<file path="src/rtl/bus_master_arb.sv">
// Four-master round-robin bus arbiter with the owner's address/strobe/direction/data
// multiplexed onto the shared slave-side bus.
module bus_master_arb #(
  parameter int HOLD_MAX = 0
) (
  input  logic        clk,
  input  logic        reset,
  input  logic        m0_req_,
  input  logic [29:0] m0_addr,
  input  logic        m0_as_,
  input  logic        m0_rw,
  input  logic [31:0] m0_wr_data,
  input  logic        m1_req_,
  input  logic [29:0] m1_addr,
  input  logic        m1_as_,
  input  logic        m1_rw,
  input  logic [31:0] m1_wr_data,
  input  logic        m2_req_,
  input  logic [29:0] m2_addr,
  input  logic        m2_as_,
  input  logic        m2_rw,
  input  logic [31:0] m2_wr_data,
  input  logic        m3_req_,
  input  logic [29:0] m3_addr,
  input  logic        m3_as_,
  input  logic        m3_rw,
  input  logic [31:0] m3_wr_data,
  output logic        m0_grnt_,
  output logic        m1_grnt_,
  output logic        m2_grnt_,
  output logic        m3_grnt_,
  output logic [29:0] s_addr,
  output logic        s_as_,
  output logic        s_rw,
  output logic [31:0] s_wr_data,
  output logic [1:0]  bus_owner
);

  logic [3:0] req;
  logic [1:0] owner;
  logic [1:0] owner_nxt;
  logic [1:0] rr_next;
  logic       rr_found;
  logic [7:0] hold_cnt;
  logic [3:0] grnt_q;
  logic       hold_done;
  logic       force_rot;

  assign req = ~{m3_req_, m2_req_, m1_req_, m0_req_};

  // Scan from the farthest candidate so the nearest requester after owner wins.
  always_comb begin
    rr_found = 1'b0;
    rr_next  = owner;
    for (int k = 3; k >= 1; k--) begin
      if (req[owner + 2'(k)]) begin
        rr_found = 1'b1;
        rr_next  = owner + 2'(k);
      end
    end
  end

  always_comb begin
    s_addr    = m0_addr;
    s_as_     = m0_as_;
    s_rw      = m0_rw;
    s_wr_data = m0_wr_data;
    case (owner)
      2'd1: begin
        s_addr    = m1_addr;
        s_as_     = m1_as_;
        s_rw      = m1_rw;
        s_wr_data = m1_wr_data;
      end
      2'd2: begin
        s_addr    = m2_addr;
        s_as_     = m2_as_;
        s_rw      = m2_rw;
        s_wr_data = m2_wr_data;
      end
      2'd3: begin
        s_addr    = m3_addr;
        s_as_     = m3_as_;
        s_rw      = m3_rw;
        s_wr_data = m3_wr_data;
      end
      default: ;
    endcase
  end

  // Fairness limit reached: owner has held through HOLD_MAX cycles of contention.
  generate
    if (HOLD_MAX == 0) begin : g_no_limit
      assign hold_done = 1'b0;
    end else if (HOLD_MAX == 1) begin : g_limit_one
      assign hold_done = 1'b1;
    end else begin : g_limit
      assign hold_done = (hold_cnt >= 8'(HOLD_MAX - 1));
    end
  endgenerate

  // A strobe in flight (s_as_ low) is never preempted.
  assign force_rot = req[owner] & rr_found & hold_done & s_as_;

  always_comb begin
    owner_nxt = owner;
    if ((!req[owner] && rr_found) || force_rot) begin
      owner_nxt = rr_next;
    end
  end

  always_ff @(posedge clk or posedge reset) begin
    if (reset) begin
      owner    <= 2'd0;
      hold_cnt <= 8'd0;
      grnt_q   <= 4'b1110;
    end else begin
      owner  <= owner_nxt;
      grnt_q <= ~(4'b0001 << owner_nxt);
      if ((owner_nxt != owner) || !rr_found) begin
        hold_cnt <= 8'd0;
      end else if (hold_cnt != 8'hFF) begin
        hold_cnt <= hold_cnt + 8'd1;
      end
    end
  end

  // Grants come straight from a one-hot register so they cannot glitch.
  assign m0_grnt_  = grnt_q[0];
  assign m1_grnt_  = grnt_q[1];
  assign m2_grnt_  = grnt_q[2];
  assign m3_grnt_  = grnt_q[3];
  assign bus_owner = owner;

endmodule

</file>
<file path="config.mk">
export PLATFORM = sky130hd
export DESIGN_NAME = bus_master_arb
export DESIGN_NICKNAME = d
export VERILOG_FILES = /design/src/rtl/bus_master_arb.sv
export SDC_FILE = /design/constraint.sdc
export NUM_CORES = 1
export LEC_CHECK = 0
export CAP_MARGIN = 40
export CORE_AREA = 5 5 126 128
export CTS_BUF_LIST = sky130_fd_sc_hd__clkbuf_4 sky130_fd_sc_hd__clkbuf_8 sky130_fd_sc_hd__clkbuf_16
export DETAILED_ROUTE_END_ITERATION = 10
export DIE_AREA = 0 0 131 133
export SYNTH_ARGS = -nofsm -noshare
export SYNTH_HDL_FRONTEND = slang
export SYNTH_SLANG_ARGS = --single-unit
export TNS_END_PERCENT = 30
</file>
<file path="constraint.sdc">
create_clock -name clk -period 2.7 [get_ports clk]
set_clock_uncertainty 0.05 [all_clocks]
set_input_delay 0.54 -clock clk [delete_from_list [all_inputs] [get_ports clk]]
set_output_delay 0.54 -clock clk [all_outputs]
set_load 0.01 [all_outputs]
</file>
==> results by group <==
Logic synthesis
  • Post-synth top area cell: mux2i_1
  • Seq/Total Area, Yosys: 0.0750
  • Mapped Nets: ~530
  • Largest cells by area after synthesis: mux2i_1, a222oi_1, inv_1, dfstp_2, dfrtp_1
  • Synth top area share: 0.337
  • Synthesized area: just over 2000 um^2
  • Distinct cells, synth: 24
  • Cell count after synthesis: ~260
  • Ys Warns: 0
  • Synth Register Bits: 6
  • Syn_area_per_cell: ~7.9 um^2

Timing
  • Fin crit share: 1.00
  • Worst slew margin: 0.719
  • Minimum clock period: about 2700 ps
  • Final Hold Fails: 0
  • RSZ-0062 raised after global routing: true
  • FMAX: 370 MHz
  • Final worst-path setup slack: approximately 0.29 ps
  • TNS Setup: 0 ps
  • Slew @ Worst Pin: 421 ps
  • Count of pins over their slew limit: 0
  • Setup-failing EPs final: 0

Layout
  • Most frequent cells in the layout: clkdlybuf4s50_1, mux2i_1, inv_1
  • Commonest non-fill, non-tap cell in the layout: clkdlybuf4s50_1
  • Antenna Cells: 0
  • Nets: 848
  • Layout cells sized above 1: 0.0568
  • Area grow syn2layout: 187%

Floorplanning
  • Die Ht: ~130 um
  • I/O pin cnt: 332
  • Die ar.: 17,400 um^2
  • Die X: 131 um
  • Area of the core: 14,800 um^2
  • Starting Density: 0.139
  • # rows: 45

Global routing
  • Gr usage total: 0.139
  • Grt met2 use: 0.275
  • Total congestion overflow: 0
  • Met1 Resource Use GR: 0.138
  • Most used routing layer: met2
  • GR Util met3: 0.0367
  • Largest net degree at the start of global routing: 35
  • Vias in the first global route: about 3,800
  • First-pass GRT wire length: around 19,000 um
  • Antenna violations before repair: 0

Clock network
  • CTS clk-pin slew, worst paths: roughly 40 ps
  • # clock sinks: 6
  • TritonCTS Buffers: 3
  • Worst skew pair latency: 230 ps
  • CTS Root Cell: clkbuf_16
  • # H-tree levels: 1
  • CTS tree: done
  • Clock Tree Buf Depth: 2

Placement
  • Setup WS pre-CTS: 82.6 ps
  • HPWL after DPL: between 10,000 and 15,000 um
  • I/O Buffers: roughly 330
  • Final GP Congestion: 0.919

Routing
  • Antenna-violating nets left: 0
  • DRT iter0 DRCs: 426
  • Via density: around 4.7
  • Pre-antenna DRT Iters: 9
  • Wirelength per Cell: 18.3 um
  • Post-route DRC: 0
  • Overall routed net length: ~14,000 um
  • Via count: 3,586

Power and ir drop
  • Total power: 5.14 mW
  • Maximum VDD drop: 0.000371 V
  • P per Cell Area: 872 nW/um^2
  • Leakage: between 2 and 3 nW

Setup path
  • CP arrival: 2110 ps
  • Crit. End Element: output pin
  • Worst-path maximum fanout: 34
  • Crit start category: flop
  • R2R setup slack: between 800 and 900 ps
  • Worst endpoint required time: ~2100 ps
  • Critical path class: flop to output pin

Min path
  • Hold Crit Class: input pin to async pin

Run
  • Maxcap violations: 0

Outcome
  • Status: finished, final reports clean
==> through the flow <==
stage	instance area, um^2	cells	util	hold slack, ps
floorplan	2050	259	-	279
global placement	5680	761	0.385	715
detailed placement	5680	761	0.385	719
CTS	5780	767	0.392	474
global route	5890	769	0.399	492
finish	5890	769	0.399	471
==> cell families after synthesis <==
group	synth area share
buffers and inverters	0.180
xor gates and xnor gates	0.00793
and+or+nand+nor	0.0226
adders and majority gates	0.0244
DFF	0.0750
AOI/OAI and AO/OA	0.339
muxes	0.351
==> registers in the layout, indices dropped and copies added (netlist names) <==
name,count
bus_owner,2
grnt_q,4
==> worst max-delay path, stage by stage, from the launching register on <==
cell             delay (ps)
dfrtp_1                 410
inv_2                   100
ha_2                    230
buf_12                  170
a222oi_1                330
mux2i_1                 120
clkdlybuf4s50_1         490
==> repair_timing <==
action | CTS | global route
hold buffers | 0 | 0
pin swaps | 5 | 7
buffers inserted | 1 | 2
gates resized for setup | 27 | 36
setup endpoints to repair | 64 | 40
gates cloned | 1 | 0
==> layout make-up <==
| type | instances | area (um^2) |
|---|---|---|
| inverters | 67 | 251 |
| multi-input cells | 157 | 1550 |
| repair buffers | 347 | 3620 |
| flip-flops and latches | 6 | 154 |
| clock buffers | 4 | 82.6 |
| well taps | 188 | 235 |
| fillers | 1466 | 8860 |
==> worst paths after layout <==
| kind | start | to | cells after the start |
|---|---|---|---|
| worst max-delay path | bus_owner[0] | s_addr[2] | 6 |
| worst min-delay path | reset | bus_owner[0] | 2 |
| worst max register to register | bus_owner[0] | grnt_q[0] | 7 |
| worst min register to register | bus_owner[0] | bus_owner[0] | 2 |
| max in group asynchronous | reset | grnt_q[3] | 2 |
| min in group clk | bus_owner[0] | bus_owner[0] | 2 |
==> power by group <==
| part | total, mW | switching (mW) | internal, mW |
|---|---|---|---|
| Clock | 0.258 | 0.0521 | 0.206 |
| Sequential | 0.174 | 0.0267 | 0.147 |
| Combinational | 4.70 | 2.16 | 2.55 |
| Total | 5.14 | 2.23 | 2.90 |
==> cells in the mapped netlist, drive strengths merged <==
cell type	n
buf	12
mux2i	69
inv	67
o21ai	4
xnor2	1
mux2	2
a222oi	64
and2	1
a31oi	1
nor2b	1
a211oi	1
dfrtp	3
a22oi	1
ha	4
clkbuf	17
dfstp	3
a22o	1
nand2b	2
or2	1
nand2	4
==> layer usage <==
layer,vias to the layer above,share of wire
met2,239,0.53
li1,1667,-
met4,0,0.016
met3,18,0.12
met5,-,0
met1,1662,0.34
(Power assumes the default switching activity.)
